## src/rtl/pc_redirect_ctrl_if.sv

```systemverilog
// Redirect bus between the core's requesters/stall logic and the PC controller.
// The master drives stall and redirect requests; the slave (PC controller) returns the fetch PC.
interface pc_redirect_ctrl_if #(
    parameter int unsigned PC_WIDTH = 32
);
    logic                stall;
    logic                br_taken;
    logic [PC_WIDTH-1:0] br_target;
    logic                jal_valid;
    logic [PC_WIDTH-1:0] jal_target;
    logic                jalr_valid;
    logic [PC_WIDTH-1:0] jalr_target;
    logic                trap_valid;
    logic [PC_WIDTH-1:0] trap_vector;
    logic [PC_WIDTH-1:0] pc;
    logic [PC_WIDTH-1:0] pc_plus4;
    logic                fetch_valid;
    logic                redirect;
    logic                misalign_exc;

    modport master (
        output stall, br_taken, br_target, jal_valid, jal_target,
               jalr_valid, jalr_target, trap_valid, trap_vector,
        input  pc, pc_plus4, fetch_valid, redirect, misalign_exc
    );

    modport slave (
        input  stall, br_taken, br_target, jal_valid, jal_target,
               jalr_valid, jalr_target, trap_valid, trap_vector,
        output pc, pc_plus4, fetch_valid, redirect, misalign_exc
    );
endinterface

```

## src/rtl/pc_redirect_ctrl.sv

```systemverilog
// Architectural PC register with prioritised redirect arbitration and stall buffering.
// Optional feature: define MISALIGN_TRAP_EN to trap on misaligned targets instead of truncating them.
module pc_redirect_ctrl #(
    parameter int unsigned         PC_WIDTH     = 32,
    parameter logic [PC_WIDTH-1:0] RESET_VECTOR = '0
) (
    input logic               clk,
    input logic               rst,
    pc_redirect_ctrl_if.slave bus
);
    typedef enum logic [1:0] {BOOT, RUN, STALL} state_t;
    typedef enum logic [1:0] {PRIO_BR, PRIO_JAL, PRIO_JALR, PRIO_TRAP} prio_t;

    localparam logic [PC_WIDTH-1:0] JALR_MASK = {{(PC_WIDTH-1){1'b1}}, 1'b0};
`ifndef MISALIGN_TRAP_EN
    localparam logic [PC_WIDTH-1:0] ALIGN_MASK = {{(PC_WIDTH-2){1'b1}}, 2'b00};
`endif

    state_t              state;
    logic [PC_WIDTH-1:0] pc_q;
    logic                fetch_valid_q;
    logic                redirect_q;
    logic                misalign_exc_q;
    logic                pending_valid;
    logic [PC_WIDTH-1:0] pending_target;
    prio_t               pending_prio;
    logic                pending_misaligned;

    logic                any_req;
    logic [PC_WIDTH-1:0] sel_raw;
    logic [PC_WIDTH-1:0] sel_target;
    prio_t               sel_prio;
    logic                sel_misaligned;
    logic                live_wins;
    logic                apply_valid;
    logic [PC_WIDTH-1:0] apply_target;
    logic                apply_misaligned;

    // Fixed-priority select: trap, then JALR, then JAL, then branch.
    always_comb begin
        any_req  = bus.trap_valid | bus.jalr_valid | bus.jal_valid | bus.br_taken;
        sel_raw  = bus.br_target;
        sel_prio = PRIO_BR;
        if (bus.trap_valid) begin
            sel_raw  = bus.trap_vector;
            sel_prio = PRIO_TRAP;
        end else if (bus.jalr_valid) begin
            sel_raw  = bus.jalr_target & JALR_MASK;
            sel_prio = PRIO_JALR;
        end else if (bus.jal_valid) begin
            sel_raw  = bus.jal_target;
            sel_prio = PRIO_JAL;
        end
`ifdef MISALIGN_TRAP_EN
        sel_target     = sel_raw;
        sel_misaligned = (sel_prio != PRIO_TRAP) && (sel_raw[1:0] != 2'b00);
`else
        sel_target     = (sel_prio == PRIO_TRAP) ? sel_raw : (sel_raw & ALIGN_MASK);
        sel_misaligned = 1'b0;
`endif
    end

    // A live request beats the buffered one on equal priority; release after a stall only replays the buffer.
    always_comb begin
        live_wins        = any_req && (!pending_valid || (sel_prio >= pending_prio));
        apply_valid      = pending_valid || ((state == RUN) && any_req);
        apply_target     = pending_target;
        apply_misaligned = pending_misaligned;
        if ((state == RUN) && live_wins) begin
            apply_target     = sel_target;
            apply_misaligned = sel_misaligned;
        end
    end

    always_ff @(posedge clk) begin
        if (rst) begin
            state              <= BOOT;
            pc_q               <= RESET_VECTOR;
            fetch_valid_q      <= 1'b0;
            redirect_q         <= 1'b0;
            misalign_exc_q     <= 1'b0;
            pending_valid      <= 1'b0;
            pending_target     <= '0;
            pending_prio       <= PRIO_BR;
            pending_misaligned <= 1'b0;
        end else begin
            redirect_q     <= 1'b0;
            misalign_exc_q <= 1'b0;
            case (state)
                BOOT: begin
                    state         <= RUN;
                    fetch_valid_q <= 1'b1;
                end
                RUN, STALL: begin
                    if (bus.stall) begin
                        state <= STALL;
                        if (live_wins) begin
                            pending_valid      <= 1'b1;
                            pending_target     <= sel_target;
                            pending_prio       <= sel_prio;
                            pending_misaligned <= sel_misaligned;
                        end
                    end else begin
                        state         <= RUN;
                        pending_valid <= 1'b0;
                        if (apply_valid) begin
                            redirect_q <= 1'b1;
                            if (apply_misaligned) begin
                                pc_q           <= bus.trap_vector;
                                misalign_exc_q <= 1'b1;
                            end else begin
                                pc_q <= apply_target;
                            end
                        end else begin
                            pc_q <= bus.pc_plus4;
                        end
                    end
                end
                default: state <= BOOT;
            endcase
        end
    end

    assign bus.pc           = pc_q;
    assign bus.pc_plus4     = pc_q + PC_WIDTH'(4);
    assign bus.fetch_valid  = fetch_valid_q;
    assign bus.redirect     = redirect_q;
    assign bus.misalign_exc = misalign_exc_q;
endmodule

```

## src/flat_wrapper.sv

```systemverilog
// flat-port wrapper written by rule: the top's interface ports become plain ports
module pc_redirect_ctrl_flat 
#(
    parameter int unsigned         PC_WIDTH     = 32,
    parameter logic [PC_WIDTH-1:0] RESET_VECTOR = '0
)
  (clk, rst, bus_stall, bus_br_taken, bus_br_target, bus_jal_valid, bus_jal_target, bus_jalr_valid, bus_jalr_target, bus_trap_valid, bus_trap_vector, bus_pc, bus_pc_plus4, bus_fetch_valid, bus_redirect, bus_misalign_exc);
  pc_redirect_ctrl_if #(.PC_WIDTH(PC_WIDTH)) bus_i ();
  input logic clk;
  input logic rst;
  input wire logic [$bits(bus_i.stall)-1:0] bus_stall;
  input wire logic [$bits(bus_i.br_taken)-1:0] bus_br_taken;
  input wire logic [$bits(bus_i.br_target)-1:0] bus_br_target;
  input wire logic [$bits(bus_i.jal_valid)-1:0] bus_jal_valid;
  input wire logic [$bits(bus_i.jal_target)-1:0] bus_jal_target;
  input wire logic [$bits(bus_i.jalr_valid)-1:0] bus_jalr_valid;
  input wire logic [$bits(bus_i.jalr_target)-1:0] bus_jalr_target;
  input wire logic [$bits(bus_i.trap_valid)-1:0] bus_trap_valid;
  input wire logic [$bits(bus_i.trap_vector)-1:0] bus_trap_vector;
  output wire logic [$bits(bus_i.pc)-1:0] bus_pc;
  output wire logic [$bits(bus_i.pc_plus4)-1:0] bus_pc_plus4;
  output wire logic [$bits(bus_i.fetch_valid)-1:0] bus_fetch_valid;
  output wire logic [$bits(bus_i.redirect)-1:0] bus_redirect;
  output wire logic [$bits(bus_i.misalign_exc)-1:0] bus_misalign_exc;
  assign bus_i.stall = bus_stall;
  assign bus_i.br_taken = bus_br_taken;
  assign bus_i.br_target = bus_br_target;
  assign bus_i.jal_valid = bus_jal_valid;
  assign bus_i.jal_target = bus_jal_target;
  assign bus_i.jalr_valid = bus_jalr_valid;
  assign bus_i.jalr_target = bus_jalr_target;
  assign bus_i.trap_valid = bus_trap_valid;
  assign bus_i.trap_vector = bus_trap_vector;
  assign bus_pc = bus_i.pc;
  assign bus_pc_plus4 = bus_i.pc_plus4;
  assign bus_fetch_valid = bus_i.fetch_valid;
  assign bus_redirect = bus_i.redirect;
  assign bus_misalign_exc = bus_i.misalign_exc;
  pc_redirect_ctrl #(.PC_WIDTH(PC_WIDTH), .RESET_VECTOR(RESET_VECTOR)) u_core (.clk(clk), .rst(rst), .bus(bus_i));
endmodule
```

## config.mk

```make
export PLATFORM = sky130hd
export DESIGN_NAME = pc_redirect_ctrl_flat
export DESIGN_NICKNAME = d
export VERILOG_FILES = /design/src/rtl/pc_redirect_ctrl_if.sv /design/src/rtl/pc_redirect_ctrl.sv /design/src/flat_wrapper.sv
export SDC_FILE = /design/constraint.sdc
export NUM_CORES = 1
export LEC_CHECK = 0
export ABC_AREA = 1
export CORE_MARGIN = 4
export CORE_UTILIZATION = 30
export DETAILED_ROUTE_END_ITERATION = 10
export GPL_ROUTABILITY_DRIVEN = 0
export SETUP_SLACK_MARGIN = 0.2
export SLEW_MARGIN = 0
export SYNTH_ARGS = -nofsm -noshare
export SYNTH_HDL_FRONTEND = slang
export SYNTH_SLANG_ARGS = --single-unit
```

## constraint.sdc

```tcl
create_clock -name clk -period 2.6 [get_ports clk]
set_input_delay 0.78 -clock clk [delete_from_list [all_inputs] [get_ports clk]]
set_output_delay 0.78 -clock clk [all_outputs]
set_load 0.01 [all_outputs]
```

==> impl_metrics.tcl, run 1 <==
set metrics [dict create \
    fin_nets 1296 \
    core_area_sq_mm 0.0173 \
    grt_pass1_vias 5926 \
    design_area_sq_mm 0.00905 \
    whs_endpoint "u_core.pending_target[15]" \
    final_hold_viol_count 0 \
    instances_no_fill 1383 \
    grt_overflow_total 0 \
    drv_slew 0 \
    power_density_mw_per_mm2 480 \
    critPathKind "flip-flop to output pin" \
    grt_setup_unrepaired "true" \
    finalCritPeriodShare_pct 98.5 \
    synth-seq-cells 71 \
    utilization_pct 52.3 \
    crit_buf_inv 3 \
    syn-num-nets 1016 \
    clock.fmax_mhz 390 \
    worstPathMaxFanout 3 \
    synthTopCellsByArea "dfxtp_1 (27%), nand2_1 (17%), nor2_1 (10%)" \
    num_antenna_cells 0 \
    placed_cell_area_sq_mm 0.00786 \
    period_needed_ps 2560 \
    synth_top_area_share_pct 26.9 \
    finClkSkew_ps 4.71 \
    via_per_inst 4.68 \
    drtAntennaViolNets 0 \
    fin_hold_ws_ps 449 \
    antenna_found_initial 0 \
    power_leakage_uw 0.00412 \
    die-width_um 141 \
    synth_flop_cell "dfxtp_1" \
    dp_hpwl_um 14600 \
    crit_arrival_ps 1780 \
    cts.path.max_buffers 2 \
    dp_worst_setup_slack_ps -267 \
    cap_violations 0 \
    endpoint_kind "output pin" \
    wire_per_inst_um 14.6 \
    drc 0 \
    ios 202 \
    min_from "u_core.pending_target[15]" \
    grt_pass1_wl_um 30100 \
    fin_ws_ps 37.9 \
    status "finished, final reports clean" \
    cts_tree "done" \
    routed_wl_um 20200 \
    r2r-start "u_core.state[0]" \
    synthArstFlopShare_pct 0 \
    htreeDepth 3 \
    synth_area_per_cell_sq_um 6.03 \
    rows 48 \
    synth_edf_count 0 \
    rrSetupSlack_ps 760 \
    vias 6472 \
    syn_area_sq_mm 0.00528 \
    drt_first_pass_iters 7 \
    ys_seq_area_share_pct 26.9 \
    hold_path_class "flip-flop to flip-flop" \
    cts.reportedPaths.clkPinSlew_ps 60 \
    cp_data_required_time_ps 1820 \
    worstPathCellList "ha_4 > nand2_4 > nor2_4 > buf_4 > nand2_4 > nor2_4 > buf_4 > nand2_1 > nand2_1 > nand2_1 > buf_2" \
    grt_use_total_pct 18.8 \
    holdPathStages 2 \
    critPathLaunch "u_core.bus.pc[3]" \
    hold_buffers 0 \
    rr_worst_depth 9 \
    die_h_um 141 \
    syn2layout_area_growth_pct 71.5 \
    dieArea_sq_mm 0.0198 \
    initial_core_util_pct 30.5 \
    path_delay_family "simple AND/OR/NAND/NOR gates" \
    critPathMaxStageDelay_ps 370 \
    port-buffer-count 194 \
    cts.sinks 71 \
    cts_buffers 9 \
    syn_inst 875 \
    cp_slowest_cell "dfxtp_4" \
    clkLatencyLatePin_ps 330 \
    ir_worst_vdd_mv 0.266 \
    yosys_warnings 0 \
    ys_types 41 \
    clock-root-buffer "clkbuf_16" \
    setup_viol 0 \
    cp-start-kind "flip-flop" \
    grt_max_degree 54 \
    drive_gt1_share_pct 26.2 \
    dp_cells 1321 \
    r2r-end "u_core.bus.pc[10]" \
    yosysTopAreaCell "dfxtp_1" \
    dr.first_iter.drc_count 461 \
    crit_top_cell "nand2_1" \
]
## placed cells by master (no fill, tap or decap), types with 4 or more instances in the layout
master,count
a21boi_0,6
a21oi_1,67
buf_12,7
buf_2,16
buf_4,88
buf_6,32
clkbuf_16,11
clkdlybuf4s50_1,163
clkinv_2,4
dfxtp_1,54
dfxtp_2,16
ha_1,4
inv_1,75
inv_2,9
nand2_1,215
nand2_2,33
nand2_4,13
nand3_1,21
nand3_4,4
nand3b_1,8
nor2_1,127
nor2_2,9
nor2_4,16
o211ai_1,8
o211ai_2,6
o21ai_0,74
o21ai_1,18
xor2_2,8
## worst max-delay path by stage
stage | depth (start not counted) | slack (ps) | to
final | 11 | 40 | bus_pc_plus4[22]
after detailed placement | 14 | -270 | u_core.bus.pc[21]
after CTS | 10 | -30 | bus_pc_plus4[24]
after global routing | 8 | -40 | bus_pc_plus4[24]
after global placement | 13 | -260 | u_core.bus.pc[18]
after floorplan | 14 | 200 | u_core.pending_target[12]
## area by class of cell
class / count / area, sq um
flip-flops and latches: 71 / 1450
multi-input cells: 668 / 3680
clock buffers: 10 / 239
well taps: 225 / 282
repair buffers: 314 / 3000
fillers: 1695 / 8240
repair inverters: 2 / 11.3
clock inverters: 4 / 47.5
inverters: 89 / 345
## metal layers
metal | global-route usage, % | share of wire (%)
met5 | 0 | 0
met4 | 4.28 | 1.1
met3 | 4.65 | 7.9
met2 | 29.8 | 45
met1 | 25.8 | 46
## report_power, final
| group | internal (uW) | leakage (uW) | switching [uW] | total [uW] |
|---|---|---|---|---|
| logic | 901 | 0.00339 | 869 | 1770 |
| clock network | 755 | 0.000140 | 474 | 1230 |
| registers | 1230 | 0.000590 | 115 | 1350 |
| total | 2890 | 0.00412 | 1460 | 4350 |
## state kept, by name, indices dropped and copies added, names as in the netlist
signal	flops
u_core.bus.fetch_valid	1
u_core.state	2
u_core.pending_target	32
u_core.bus.redirect	1
u_core.bus.pc	32
u_core.pending_valid	1
u_core.pending_prio	2
## cell usage after synthesis (all sizes together), types with 7 or more instances
library cell,count
a21boi,7
a21oi,69
buf,35
clkbuf,12
dfxtp,71
inv,87
nand2,261
nand3,28
nand3b,9
nor2,155
o211ai,14
o21ai,95
xor2,12
## timing repair
action / in CTS / in global routing
pin swaps: 35 / 34
setup endpoints to repair: 92 / 92
resized for setup: 189 / 78
gates cloned: 2 / 4
setup buffers: 28 / 14
## cell families (layout without fill, tap and decap cells)
kind of cell | after synthesis | count (layout) | synth area share, %
AOI/OAI and AO/OA | 189 | 189 | 19.7
xor gates and xnor gates | 13 | 13 | 2.44
adders and majority gates | 6 | 6 | 1.42
buffers and inverters | 136 | 419 | 11.5
DFF | 71 | 71 | 26.9
other | 1 | 1 | 0.0711
and+or+nand+nor | 459 | 459 | 37.9
## through the flow
stage / setup TNS [ps] / total power [uW]
detailed placement: -13310 / 2930
global placement: -12430 / 2920
CTS: -33.5 / 4230
global route: -176 / 4590
floorplan: 0 / 2120
finish: 0 / 4350
## worst register-to-register path: stages, from the launching register on
cell	delay (ps)
dfxtp_1	350
inv_1	50
ha_1	330
inv_1	90
nor2_4	220
buf_4	220
inv_2	120
a21oi_1	170
o21ai_1	100
a21oi_1	120
Note: power is estimated with default switching activity, not from simulation.
==> run 2: changes to the inputs <==
CTS_CLUSTER_DIAMETER = 150   (was default)
SETUP_SLACK_MARGIN = default   (was 0.2)
==> run 2 against run 1 <==
The run now ends with setup timing left. Sequential power about the same. Global-route usage decreased by 0.073 points. Sequential share of layout area increased by 0.74 points. Total power decreased by 1.8%. Final area decreased by 4.2%. Utilization decreased by 2.2 points. Cell count decreased by 0.94%. Register-to-register slack improved by 60 ps. Flip-flop and latch count unchanged. Largest cell class unchanged.
==> impl_metrics.tcl, run 2 (synthesis gave the netlist of run 1 again) <==
set metrics [dict create \
    status "finished, violations left" \
    violations "setup timing" \
    r2r-start "u_core.bus.pc[2]" \
    grt_pass1_wl_um 30000 \
    dp_worst_setup_slack_ps -505 \
    clock-root-buffer "clkbuf_16" \
    worstPathMaxFanout 3 \
    power_leakage_uw 0.00397 \
    antenna_found_initial 0 \
    cts_tree "done" \
    wire_per_inst_um 14.3 \
    cp-start-kind "flip-flop" \
    clkLatencyLatePin_ps 340 \
    grt_use_total_pct 18.7 \
    dp_hpwl_um 14700 \
    dieArea_sq_mm 0.0198 \
    finalCritPeriodShare_pct 100 \
    die-width_um 141 \
    critPathLaunch "u_core.bus.pc[2]" \
    grt_max_degree 42 \
    period_needed_ps 2610 \
    final_common_cell "nand2_1" \
    design_area_sq_mm 0.00868 \
    power_density_mw_per_mm2 492 \
    endpoint "bus_pc_plus4[23]" \
    core_area_sq_mm 0.0173 \
    fin_hold_ws_ps 449 \
    final_hold_viol_count 0 \
    critPathKind "flip-flop to output pin" \
    die_h_um 141 \
    utilization_pct 50.2 \
    endpoint_kind "output pin" \
    syn2layout_area_growth_pct 64.4 \
    hold_buffers 0 \
    ios 202 \
    cts.reportedPaths.clkPinSlew_ps 60 \
    drv_slew 0 \
    cts_buffers 9 \
    drc 0 \
    drtAntennaViolNets 0 \
    via_per_inst 4.60 \
    cts.path.max_buffers 2 \
    seqCellArea_sq_mm 0.00145 \
    grt_overflow_total 0 \
    setup_tns_ps -10.8 \
    crit_arrival_ps 1830 \
    vias 6305 \
    num_antenna_cells 0 \
    multiInputGateArea_sq_mm 0.00353 \
    finClkSkew_ps 4.74 \
    drive_gt1_share_pct 22.1 \
    setup_viol 1 \
    hold_path_class "flip-flop to flip-flop" \
    final_cell_mix "nand2_1 (229), clkdlybuf4s50_1 (166), nor2_1 (127), buf_4 (84), inv_1 (80)" \
    holdPathStages 2 \
    grt_pass1_vias 5890 \
    fin_nets 1281 \
    cts.sinks 71 \
    dr.first_iter.drc_count 317 \
    htreeDepth 3 \
    n_fill_cell 1791 \
    rows 48 \
    rrSetupSlack_ps 820 \
    placed_cell_area_sq_mm 0.00781 \
    rr_worst_depth 16 \
    ir_worst_vdd_mv 0.264 \
    clock.fmax_mhz 383 \
    grt_setup_unrepaired "true" \
    r2r-end "u_core.bus.pc[23]" \
    fin_ws_ps -10.8 \
    initial_core_util_pct 30.5 \
    routed_wl_um 19500 \
    port-buffer-count 194 \
    cp_data_required_time_ps 1820 \
    cap_violations 0 \
    drt_first_pass_iters 5 \
]
-- run 2: cell count changes in the layout (fill, tap and decap cells not counted), moves of 9 or more --
cell and delta:
buf_6 -16, nand2_2 -11, nand2_1 +14, buf_2 -9
clkbuf_2 +9
-- run 2: worst min-delay path by stage --
stage | start | end | slack (ps)
2_1_floorplan | u_core.pending_target[15] | u_core.pending_target[15] | 430
3_3_place_gp | u_core.pending_target[15] | u_core.pending_target[15] | 430
3_5_place_dp | u_core.pending_target[15] | u_core.pending_target[15] | 440
4_1_cts | u_core.pending_target[15] | u_core.pending_target[15] | 450
5_1_grt | u_core.pending_target[15] | u_core.pending_target[15] | 470
6_report | u_core.pending_target[15] | u_core.pending_target[15] | 450
-- run 2: routing by layer --
layer	part of all wire [%]	track usage, %	wire, um
met5	0	0	0
met4	1.9	6.22	374
met3	7.8	4.41	1520
met2	44	29.1	8610
met1	46	25.5	9030
-- run 2: worst max-delay path, stage by stage, from the launching register on --
cell     delay [ps]
dfxtp_2         360
buf_6           110
inv_2            40
nor2_4          120
nand2_4          80
nor2_8          130
buf_6           100
buf_6            80
buf_6            80
buf_6            80
nand2_2          40
nand2_2          60
nand2_2          60
inv_2            50
buf_6            90
-- run 2: timing repair --
item	4_1_cts	5_1_grt
pin swaps	18	20
endpoints found under the setup margin	52	62
setup buffers	11	15
gates resized for setup	93	87
cloned	1	4
-- run 2: layout make-up --
class | count | area share (%)
inverters | 89 | 3.92
flip-flops and latches | 71 | 16.7
well taps | 225 | 3.24
repair buffers | 299 | 31.8
multi-input cells | 670 | 40.7
clock inverters | 3 | 0.461
clock buffers | 13 | 3.12
-- run 2: power by group --
group	internal, uW	switching (uW)
Combinational	806	835
Sequential	1230	108
Clock	818	465
Total	2860	1410
-- run 2: per-stage QoR --
| stage | std cells | total power (uW) |
|---|---|---|
| detailed placement | 1323 | 2890 |
| global placement | 1323 | 2880 |
| floorplan | 875 | 2110 |
| CTS | 1351 | 4200 |
| finish | 1370 | 4270 |
| global route | 1370 | 4510 |
==> run 3: changes to the inputs <==
CTS_CLUSTER_SIZE = 20   (was default)
==> results of run 3 <==
The final DEF is identical to that of run 2; final timing and power are the same.
